==> config.mk <==
export PLATFORM = sky130hd
export DESIGN_NAME = fetch_stage
export DESIGN_NICKNAME = d
export VERILOG_FILES = /design/src/rtl/fetch_stage.sv
export SDC_FILE = /design/constraint.sdc
export NUM_CORES = 1
export LEC_CHECK = 0
export CORE_ASPECT_RATIO = 1.75
export CORE_MARGIN = 2
export CORE_UTILIZATION = 40
export CTS_CLUSTER_DIAMETER = 50
export DETAILED_ROUTE_END_ITERATION = 10
export PLACE_DENSITY_LB_ADDON = 0.05
export REMOVE_ABC_BUFFERS = 1
export SLEW_MARGIN = 20
export SYNTH_ARGS = -nofsm -noshare
export SYNTH_HDL_FRONTEND = slang
export SYNTH_SLANG_ARGS = --single-unit
export TNS_END_PERCENT = 10
==> constraint.sdc <==
create_clock -name clk -period 2.2 [get_ports clk]
set_clock_uncertainty 0.2 [all_clocks]
set_input_delay 0.44 -clock clk [delete_from_list [all_inputs] [get_ports clk]]
set_output_delay 0.44 -clock clk [all_outputs]
set_load 0.02 [all_outputs]
==> src/rtl/fetch_stage.sv <==
// Instruction fetch stage: owns the PC and issues one-outstanding word reads to
// instruction memory. It presents {instr, pc, valid} to decode and handles stalls and redirects.
module fetch_stage #(
  parameter logic [31:0] RESET_PC  = 32'h0000_0000,
  parameter logic [31:0] NOP_INSTR = 32'h0000_0013
) (
  input  logic        clk,
  input  logic        rst,
  input  logic        f_in_stall,
  input  logic        f_in_redirect,
  input  logic [31:0] f_in_redirect_pc,
  output logic        f_out_imem_req,
  output logic [31:0] f_out_imem_addr,
  input  logic        f_in_imem_ack,
  input  logic        f_in_imem_rvalid,
  input  logic [31:0] f_in_imem_rdata,
  output logic [31:0] f_out_instr,
  output logic [31:0] f_out_pc,
  output logic        f_out_valid
);

  typedef enum logic [1:0] {
    S_IDLE = 2'd0,
    S_REQ  = 2'd1,
    S_WAIT = 2'd2,
    S_HOLD = 2'd3
  } state_t;

  state_t      state_q, state_d;
  logic [31:0] pc_q, pc_d;
  logic        discard_q, discard_d;
  logic        req_q, req_d;
  logic [31:0] buf_instr_q, buf_instr_d;
  logic [31:0] buf_pc_q, buf_pc_d;
  logic [31:0] out_instr_q, out_instr_d;
  logic [31:0] out_pc_q, out_pc_d;
  logic        out_valid_q, out_valid_d;

  logic        out_free;
  logic        load_out;
  logic [31:0] load_instr;
  logic [31:0] load_pc;

  // Next-state, PC, buffer and output-register computation.
  always_comb begin
    state_d     = state_q;
    pc_d        = pc_q;
    discard_d   = discard_q;
    buf_instr_d = buf_instr_q;
    buf_pc_d    = buf_pc_q;
    out_instr_d = out_instr_q;
    out_pc_d    = out_pc_q;
    out_valid_d = out_valid_q;
    load_out    = 1'b0;
    load_instr  = f_in_imem_rdata;
    load_pc     = pc_q;
    out_free    = (!out_valid_q) || (!f_in_stall);

    if (f_in_redirect) begin
      // Redirect beats stall: the output bubble and new PC are unconditional.
      pc_d        = f_in_redirect_pc & ~32'd3;
      out_valid_d = 1'b0;
      out_instr_d = NOP_INSTR;
      discard_d   = 1'b0;
      case (state_q)
        S_WAIT: begin
          if (f_in_imem_rvalid) begin
            state_d = S_REQ;
          end else begin
            state_d   = S_WAIT;
            discard_d = 1'b1;
          end
        end
        S_REQ: begin
          if (f_in_imem_ack) begin
            state_d   = S_WAIT;
            discard_d = 1'b1;
          end else begin
            state_d = S_REQ;
          end
        end
        default: state_d = S_REQ;
      endcase
    end else begin
      case (state_q)
        S_IDLE: state_d = S_REQ;
        S_REQ: begin
          if (f_in_imem_ack) begin
            state_d = S_WAIT;
          end else begin
            state_d = S_REQ;
          end
        end
        S_WAIT: begin
          if (!f_in_imem_rvalid) begin
            state_d = S_WAIT;
          end else if (discard_q) begin
            discard_d = 1'b0;
            state_d   = S_REQ;
          end else if (out_free) begin
            load_out = 1'b1;
            pc_d     = pc_q + 32'd4;
            state_d  = S_REQ;
          end else begin
            buf_instr_d = f_in_imem_rdata;
            buf_pc_d    = pc_q;
            pc_d        = pc_q + 32'd4;
            state_d     = S_HOLD;
          end
        end
        S_HOLD: begin
          if (!f_in_stall) begin
            load_out   = 1'b1;
            load_instr = buf_instr_q;
            load_pc    = buf_pc_q;
            state_d    = S_REQ;
          end else begin
            state_d = S_HOLD;
          end
        end
        default: state_d = S_IDLE;
      endcase

      if (load_out) begin
        out_instr_d = load_instr;
        out_pc_d    = load_pc;
        out_valid_d = 1'b1;
      end else if (!f_in_stall) begin
        out_instr_d = NOP_INSTR;
        out_valid_d = 1'b0;
      end else begin
        out_instr_d = out_instr_q;
        out_pc_d    = out_pc_q;
        out_valid_d = out_valid_q;
      end
    end

    req_d = (state_d == S_REQ);
  end

  // State and output registers with synchronous reset.
  always_ff @(posedge clk) begin
    if (rst) begin
      state_q     <= S_IDLE;
      pc_q        <= RESET_PC;
      discard_q   <= 1'b0;
      req_q       <= 1'b0;
      buf_instr_q <= NOP_INSTR;
      buf_pc_q    <= RESET_PC;
      out_instr_q <= NOP_INSTR;
      out_pc_q    <= RESET_PC;
      out_valid_q <= 1'b0;
    end else begin
      state_q     <= state_d;
      pc_q        <= pc_d;
      discard_q   <= discard_d;
      req_q       <= req_d;
      buf_instr_q <= buf_instr_d;
      buf_pc_q    <= buf_pc_d;
      out_instr_q <= out_instr_d;
      out_pc_q    <= out_pc_d;
      out_valid_q <= out_valid_d;
    end
  end

  assign f_out_imem_req  = req_q;
  assign f_out_imem_addr = pc_q;
  assign f_out_instr     = out_instr_q;
  assign f_out_pc        = out_pc_q;
  assign f_out_valid     = out_valid_q;

endmodule

-- After elaboration in Yosys (flattened, before gate mapping)
Index checks and enable logic that the tools add are counted.
- ROM bits: 0
- output and inout port bits: 98
- bits in latches: 0
- input bits: 70
- memories kept: 0
- register bits: 165
- memory bits (writable): 0
- magnitude comparators: 0
- bitwise gates (word level): 3
- equal/unequal tests: 6
- shift-type cells: 0
- reduce and logical (&&, ||, !) cells: 12
- multipliers: 0
- $add $sub $neg: 1
- multiplexer cells: 33
- divide/modulo/power cells: 0
- operator list (kind ; count):
    two-way mux 32 bit ; 10
    adder 32 x 3 -> 32 bit (second input constant) ; 1
    two-way mux 2 bit ; 7
    two-way mux 1 bit ; 12
    one-hot mux 2 bit (4 select lines) ; 1
    AND reduction 3 bit ; 2
    AND reduction 5 bit ; 1
    == test 2 x 1 -> 1 bit (second input constant) ; 2
    == test 2 bit (second input constant) ; 2
    one-hot mux 1 bit (2 select lines) ; 2
    one-hot mux 2 bit (2 select lines) ; 1
    AND reduction 2 bit ; 2
    nonzero test 2 bit ; 2
    inverter 1 bit ; 3
    logical NOT 1 bit ; 2
    logical NOT 2 bit ; 1
    inequality test 2 x 1 -> 1 bit (second input constant) ; 1
    inequality test 2 bit (second input constant) ; 1
    OR reduction 2 bit ; 1
    logical OR 1 bit ; 1

-- Depth between registers and ports, before layout
Gate-level depths: netlist of run 1.
- word-level depth: 8
- gate-level depth with buffers: 9
- depth with buffers taken out: 6

-- Worst setup path after synthesis of run 1
No wires, ideal clock.
- path type: register to register
- start point: reg pc_q[2] (netlist: f_out_imem_addr[2])
- end point: reg pc_q[18] (netlist: f_out_imem_addr[18])
- path buffers: 0
- data arrival time: 2.002 ns
- library setup time: 0.091 ns
- cell stages (with the launch flop): 6
- clock period less this slack: 2.293 ns
- path slack: -0.093 ns
- cells stage by stage: dfxtp_1 > ha_1 > nand4b_1 > nor3_2 > or4b_1 > a311oi_1
- longest elaborated chain between the ends: 5
- ends and longest elaborated chain (item ; line ; text):
    from (decl) ; 30 ; logic [31:0] pc_q, pc_d;
    from (signal assigned) ; 155 ; pc_q <= pc_d;
    adder 32 x 3 -> 32 bit ; 102, 107 ;
    two-way mux 32 bit ; 97 ; end else if (discard_q) begin
    two-way mux 32 bit ; 95 ; if (!f_in_imem_rvalid) begin
    two-way mux 32 bit ; 85 ; case (state_q)
    two-way mux 32 bit ; 59 ; if (f_in_redirect) begin
No other way between the ends. The select of a mux whose other input is x is not followed.
A chain may end at the register's enable or synchronous reset.

-- Worst setup path in the final report of run 1
- start point: reg state_q[0]
- end point: reg pc_q[21] (netlist: f_out_imem_addr[21])
- longest elaborated chain between the ends: 3
- ends and longest elaborated chain (item ; line ; text):
    from (decl) ; 29 ; state_t state_q, state_d;
    from (signal assigned) ; 154 ; state_q <= state_d;
    == test 2 bit ; 85 ;
    nonzero test 2 bit (no source line) ; n/a ;
    AND reduction 3 bit (no source line) ; n/a ;
No other way between the ends.

==> results of run 1 <==
==> area by class of cell <==
cell class	instances	area, um^2	area share
Sequential cell	159	3190	0.312
Multi-Input combinational cell	617	3670	0.359
Antenna cell	1	2.50	0.000245
Timing Repair Buffer	247	2460	0.241
Tap cell	231	289	0.0283
Clock buffer	18	429	0.0420
Clock inverter	14	131	0.0128
Inverter	15	57.6	0.00563
==> cell usage in the layout, fill, tap and decap left out, types with 5 or more instances in the layout <==
cell type	synthesis	final
dlygate4sd2_1	0	10
nor3_1	10	9
a21oi_1	126	126
xnor2_1	7	7
nor2_1	29	28
a311oi_1	71	68
nand3_1	7	7
mux2i_1	28	28
and4_1	11	11
buf_4	4	71
dfxtp_1	159	155
nor4_1	7	5
nand3b_1	5	5
clkbuf_16	0	17
clkdlybuf4s50_1	0	139
a211oi_1	10	10
nand4_1	8	8
inv_1	14	13
nand2_1	215	215
and3_1	6	6
buf_12	0	15
o21ai_0	10	10
dlymetal6s2s_1	0	11
==> metal layers <==
metal	wire, um	GRT usage	vias up
li1	-	-	3493
met1	9090	0.263	3354
met2	11600	0.420	132
met3	800	0.0459	18
met4	244	0.0667	0
met5	0	0	-
==> state kept, by name (all words and copies together) (netlist names), 2 cells and up <==
name             cells
buf_pc_q            30
f_out_instr         32
state_q              2
f_out_imem_addr     30
buf_instr_q         32
f_out_pc            30
==> where the power goes <==
group | internal, uW | total, uW | switching, uW
logic | 370 | 765 | 395
registers | 2930 | 2980 | 50.4
clock network | 1490 | 2830 | 1340
total | 4790 | 6580 | 1790
==> worst max path at each step <==
| stage | slack (ps) | endpoint | startpoint |
|---|---|---|---|
| floorplan | -3220 | f_out_pc[10]$_SDFFE_PP0P_ | state_q[0]$_SDFF_PP0_ |
| global placement | -380 | f_out_imem_addr[19]$_SDFFE_PP0P_ | f_in_imem_rvalid |
| detailed placement | -420 | f_out_imem_addr[24]$_SDFFE_PP0P_ | f_in_imem_rvalid |
| CTS | 5 | f_out_imem_addr[9] | f_out_imem_addr[9]$_SDFFE_PP0P_ |
| global route | -50 | f_out_imem_addr[13]$_SDFFE_PP0P_ | state_q[0]$_SDFF_PP0_ |
| finish | 30 | f_out_imem_addr[21]$_SDFFE_PP0P_ | state_q[0]$_SDFF_PP0_ |
==> repair_timing <==
| item | in CTS | in global routing |
|---|---|---|
| pin swaps | 2 | 10 |
| resized for setup | 13 | 39 |
| setup endpoints to repair | 14 | 36 |
| cloned | 0 | 0 |
| setup buffers | 0 | 2 |
==> metrics by stage <==
| step | std cells | instance area [um^2] | setup WS [ps] | utilization |
|---|---|---|---|---|
| after CTS | 1299 | 10000 | 5.27 | 0.576 |
| after floorplan | 791 | 6750 | -3220 | - |
| after global placement | 1267 | 9490 | -375 | 0.544 |
| after detailed placement | 1267 | 9490 | -423 | 0.544 |
| final | 1302 | 10200 | 26.8 | 0.586 |
| after global routing | 1302 | 10200 | -45.2 | 0.586 |
==> worst max-delay path, cell delays in order, from the launching register on <==
cell and delay, ps:
dfxtp_2 320, inv_2 70, ha_4 130, nand4b_1 120, or4_4 570, or4_4 440, a311oi_2 220
==> cells by family after synthesis <==
group	count (synthesis)	share of synthesized area
AOI/OAI and AO/OA	241	0.222
xor gates and xnor gates	8	0.00989
adders and majority gates	5	0.00883
buffers and inverters	100	0.0565
DFF	159	0.449
muxes	28	0.0396
other	1	0.000529
and+or+nand+nor	331	0.214
==> results.txt, run 1 <==
- The number of global-route vias before repair came to 6,659.
- Number of sinks driven by the clock tree: 159
- Counting instances, the worst hold path has a depth of 2.
- Count of flip-flops with a built-in enable after synthesis: 0
* Maximum fanout along the worst path: 6
- Number of antenna violations at the first check in global routing: 1
- Clock tree from TritonCTS: built
- Cell area after synthesis: 0.00708 mm^2
- Total global routing overflow: 0
* Critical register-to-register path endpoint: f_out_imem_addr[21]$_SDFFE_PP0P_
- Peak supply drop: 0.437 mV
- Startpoint types: flip-flop
- Count of unresolved DRC violations after routing: 0
- Endpoints failing hold: 0
- The cell count after synthesis came out at 873.
- Max cap viols: 0
* Number of DRC violations after detailed-routing iteration 0: 292
- Result of the run: complete, no violations
- The setup check on the worst reg-to-reg path leaves a slack of 30 ps.
- Timing would allow up to 460 MHz.
- Minimum hold slack: 206 ps
* Shortest clock period the worst path allows after layout: 2170 ps
* Leading cell type by number of instances after synthesis: nand2_1
* Min-Delay Endpoint: buf_instr_q[13]$_SDFFE_PP0P_
- The H-tree was split into 4 levels.
- For the worst setup path, the data required time is 2310 ps.
* Die Y: 180 um
- First-pass GRT wire length: 34,800 um
- Clock transition at path regs: 70 ps
- Once detailed placement completed, the half-perimeter wirelength came to 14,700 um.
- The layout has 1,720 filler cells.
* Cell row count: 64
- Cell type contributing the most total cell area after synthesis: dfxtp_1
- After layout, the design draws a total of 6580 uW.
* Buffer levels on the longest clock path: 2
* Total negative setup slack: 0 ps
* Wire length per cell: 16.7 um
* Number of iterations in the first detailed-routing pass: 4
- Static leakage: 0.00376 uW
* Number of buffers inserted for hold repair after clock tree synthesis: 0
- In this run the clock root is driven by a clkbuf_16.
* Crit path DAT: 2290 ps
- Count of input and output buffers: 161
- After synthesis the netlist holds a flip-flop and latch count of 159.
- Proportion of layout cells with a drive suffix above 1: 0.141
- Number of warnings printed during yosys synthesis: 0
- The startpoint identified for the worst register-to-register timing path is state_q[0]$_SDFF_PP0_.
- During I/O placement, the number of pins put on the boundary was 168.
- Setup violations remaining at the end of the flow were counted as 0.
- Top area cells in the synthesized netlist: dfxtp_1, nand2_1, a21oi_1
- The total count of max-transition violations in the final report is 0.
- Measured in cells, the most critical reg-to-reg path has a length of 6.
- The worst hold path begins at rst.
- The critical path is of the flip-flop to flip-flop type.
- Synthesis-to-layout area growth: 44.4%
- Net count of the finished layout: 1,132
- In this run, CTS created clock tree buffers numbering 17.
- Once detail routing completed, the nets flagged for antenna violations numbered 0.
- Clock latency on the worst-skew pair: 420 ps
- The share of the Yosys chip area taken by registers is 0.449.
- For this run, the total global-route usage over all layers was measured as 0.228.
* Die area: 0.0188 mm^2
* Number of vias after detailed routing: 6,997
* Largest net degree at the start of global routing: 53
- RSZ-0062 raised after global routing: yes
- Yosys mapped the design onto 50 distinct sky130hd cell types.
- For this configuration, the core starts out at a cell density of 0.406.
- Power per standard cell area: 644 mW/mm^2
- Die boundary width: 105 um
* Leading post-synthesis cells by instance count: nand2_1, dfxtp_1, a21oi_1
- Routability-driven placement congestion ratio: 0.804
* Vias per Instance: 5.37
- Area share of the leading cell type in the synthesized netlist: 0.449
* Share of flip-flops with an asynchronous set or reset after synthesis: 0
* Capturing element type of the critical path: flip-flop
- Syn Area/Cell: 8.11 um^2
- Among all flip-flop cells after synthesis, the most frequent one is dfxtp_1.
- After floorplanning, the core was sized to cover 0.0175 mm^2.
- Final routed wirelength across all metal layers: 21,700 um
- Min-Delay Path Class: primary input to flip-flop
- Crit share post-route: 0.988
Note: power is estimated with default switching activity, not from simulation.
==> run 2, diff against run 1 <==
--- a/config.mk
+++ b/config.mk
@@ -5,7 +5,6 @@
 export SDC_FILE = /design/constraint.sdc
 export NUM_CORES = 1
 export LEC_CHECK = 0
-export CORE_ASPECT_RATIO = 1.75
 export CORE_MARGIN = 2
 export CORE_UTILIZATION = 40
 export CTS_CLUSTER_DIAMETER = 50
@@ -16,4 +15,4 @@
 export SYNTH_ARGS = -nofsm -noshare
 export SYNTH_HDL_FRONTEND = slang
 export SYNTH_SLANG_ARGS = --single-unit
-export TNS_END_PERCENT = 10
+export TNS_END_PERCENT = 100
==> run 2 against run 1 <==
Against the previous run:
- fmax decreased by 0.15%
- global-route usage is 0.11 points lower
- core utilization grew 0.50 points
- count of clock-buffer cells in the layout unchanged
- via count fell by 0.61%
- clock power is 5% higher
- die area shrank 0.22%
- register-to-register slack hardly changed
- design area about the same
- sequential power hardly changed
- sequential cell count unchanged
- wire length down 2.0%
==> results.txt, run 2 (synthesis results as in run 1) <==
- The total global routing track utilization was 0.227 (was 0.228).
- The critical path class was flip-flop to flip-flop (unchanged).
- Result of the run: complete, no violations (unchanged).
- I/O pin count: 168 (unchanged)
- The CTS buffer count is 17 (unchanged).
- The depth of the worst hold-timing path is 2 (unchanged).
- The number of maximum-capacitance constraint violations is 0 (unchanged).
* Vias per Instance: 5.35 (was 5.37)
* Most frequent standard cell in the layout excluding fill and tap cells: nand2_1 (unchanged)
- Number of antenna violations at the first check in global routing: 0 (was 1)
- The summed negative setup slack over all endpoints was 0 ps (unchanged).
- RSZ-0062 raised after global routing: yes (unchanged).
* Post-route setup slack: 23.5 ps (was 26.8 ps)
- Min-Delay Path Class: primary input to flip-flop (unchanged)
- Min-Delay Endpoint: buf_pc_q[20]$_SDFFE_PP0P_ (was buf_instr_q[13]$_SDFFE_PP0P_)
* HP Start: rst (unchanged)
- The first-pass GRT wire length is 33,800 um (was 34,800 um).
* Maximum fanout along the worst path: 9 (was 6)
* Crit path DAT: 2260 ps (was 2290 ps)
- The total setup violations reported at the end of the flow was 0 (unchanged).
- Max Slew Vio Count: 0 (unchanged)
- Die boundary width: 137 um (was 105 um)
- Delay of the slowest critical-path stage: 520 ps (was 570 ps)
- Critical register-to-register path endpoint: f_out_imem_addr[19]$_SDFFE_PP0P_ (was f_out_imem_addr[21]$_SDFFE_PP0P_)
- Final routed wirelength across all metal layers: 21,200 um (was 21,700 um)
- The fraction of the core area covered by cells at the end of the flow was 0.591 (was 0.586).
* Shortest clock period the worst path allows after layout: 2180 ps (was 2170 ps)
- Die Y: 137 um (was 180 um)
* Worst-case setup slack after placement: -483 ps (was -423 ps)
- Wire length per cell: 16.3 um (was 16.7 um)
* Cell row count: 48 (was 64)
- Hpwl dp: 14,200 um (was 14,700 um)
* Number of fillers in the final layout: 1,608 (was 1,720)
- Most frequent cells in the layout: nand2_1, dfxtp_1, clkdlybuf4s50_1 (unchanged).
* Number of global-route vias before repair: 6,367 (was 6,659)
- Startpoint types: flip-flop (unchanged)
- The number of buffers inserted by port buffering is 161 (unchanged).
- The area overhead of the layout relative to synthesis came to 44.3% (was 44.4%).
- The clock insertion delay at the later pin of the skew report is 420 ps (about the same).
* Initial cell density of the core: 0.410 (was 0.406)
- Number of iterations in the first detailed-routing pass: 5 (was 4)
- Clock transition at path regs: 70 ps (about the same)
* Count of unresolved DRC violations after routing: 0 (unchanged)
- Power per standard cell area: 657 mW/mm^2 (was 644 mW/mm^2)
- The share of final-layout standard cells stronger than drive strength 1 was 0.133 (was 0.141).
- The number of hold-slack violations in the final timing report came to 0 (unchanged).
- Clock tree from TritonCTS: built (unchanged)
* Number of DRC violations after detailed-routing iteration 0: 401 (was 292)
- The setup slack on the worst flop-to-flop path came to 20 ps (was 30 ps).
- The peak supply drop is 0.532 mV (was 0.437 mV).
- Crit path cell chain: inv_2 > ha_4 > nand4b_1 > or4_4 > buf_4 > buf_4 > o31ai_1 > a311oi_1 (was inv_2 > ha_4 > nand4b_1 > or4_4 > or4_4 > a311oi_2)
- The required time of the critical path is 2280 ps (was 2310 ps).
- Number of vias after detailed routing: 6,954 (was 6,997)
- Number of buffers inserted for hold repair after clock tree synthesis: 0 (unchanged)
* Path depth of the worst reg2reg path: 8 (was 6)
- The final antenna diode count is 0 (was 1).
* Net count of the finished layout: 1,137 (was 1,132)
- The endpoint class of the critical path is a flip-flop (unchanged).
- The number of nets with antenna violations after detailed routing came to 0 (unchanged).
* Routability-driven placement congestion ratio: 0.818 (was 0.804)
* Floorplan Core Area: 0.0173 mm^2 (was 0.0175 mm^2)
- The pin count of the biggest net entering global routing came to 55 (was 53).
* Timing-limited maximum frequency: 459 MHz (was 460 MHz)
- The final critical-path share of the clock period came to 0.989 (was 0.988).
- The cell occurring most often along the worst timing path is buf_4 (was or4_4).
* Buffer levels on the longest clock path: 2 (unchanged)
- Reg2reg start: state_q[0]$_SDFF_PP0_ (unchanged)
* Depth of the CTS H-tree: 4 (unchanged)
- Number of sinks driven by the clock tree: 159 (unchanged)
* Die area: 0.0188 mm^2 (about the same)
- Static leakage: 0.00378 uW (was 0.00376 uW)
* Total global routing overflow: 0 (unchanged)
- The cell at the slowest stage of the critical path is or4_4 (unchanged).
- The cell at the root of the clock tree is clkbuf_16 (unchanged).
run 2: changes by cell type in the layout (fill, tap and decap cells not counted), moves of 3 or more:
cell | before | now
dfxtp_1 | 155 | 158
dfxtp_2 | 4 | 1
clkdlybuf4s50_1 | 139 | 142
a311oi_2 | 3 | 0
a311oi_1 | 68 | 71
buf_4 | 71 | 76
dlygate4sd2_1 | 10 | 5
clkinvlp_4 | 1 | 4
run 2: worst max path at each step:
stage | end | from | slack (ps)
final | f_out_imem_addr[19]$_SDFFE_PP0P_ | state_q[0]$_SDFF_PP0_ | 20
after global routing | f_out_imem_addr[18]$_SDFFE_PP0P_ | state_q[1]$_SDFF_PP0_ | -80
after CTS | f_out_imem_addr[26] | f_out_imem_addr[26]$_SDFFE_PP0P_ | 6
after detailed placement | f_out_imem_addr[19]$_SDFFE_PP0P_ | f_in_imem_rvalid | -480
after global placement | f_out_imem_addr[17]$_SDFFE_PP0P_ | f_in_imem_rvalid | -420
after floorplan | f_out_pc[10]$_SDFFE_PP0P_ | state_q[0]$_SDFF_PP0_ | -3220
run 2: area by class of cell:
cell class | instances | area, um^2 | area share
flip-flops and latches | 159 | 3180 | 0.312
multi-input cells | 617 | 3580 | 0.351
clock buffers | 18 | 429 | 0.0420
repair buffers | 252 | 2520 | 0.247
clock inverters | 14 | 159 | 0.0156
inverters | 15 | 57.6 | 0.00563
well taps | 225 | 282 | 0.0276
run 2: metal layers:
metal / vias up / routed length (um) / global-route usage
met5: - / 0 / 0
met1: 3251 / 10100 / 0.320
met4: 0 / 171 / 0.0630
met2: 174 / 9910 / 0.354
met3: 16 / 1030 / 0.0396
li1: 3513 / - / -
run 2: stage by stage:
step	hold slack, ps	power (uW)	area [um^2]	instances
global placement	241	3800	9470	1261
CTS	127	6760	10100	1296
global route	150	6970	10200	1300
detailed placement	246	3800	9470	1261
floorplan	230	3330	6750	791
finish	147	6710	10200	1300
run 2: what timing repair did:
action / in CTS / in global routing
pin swaps: 5 / 6
buffers inserted: 3 / 3
gates resized for setup: 10 / 22
setup endpoints to repair: 14 / 83
endpoints found under the hold margin: 0 / 0
cloned: 0 / 1
run 2: critical path, delay by kind of cell (launching register included):
kind | cells | cell delay [ps]
compound gates | 2 | 340
fa+ha+maj | 1 | 150
buf+inv | 3 | 370
flops | 1 | 320
simple gates | 2 | 660
run 2: where the power goes:
part,leakage [uW],switching (uW),internal (uW)
Sequential,0.00129,49.1,2930
Clock,0.000275,1270,1690
Combinational,0.00222,393,367
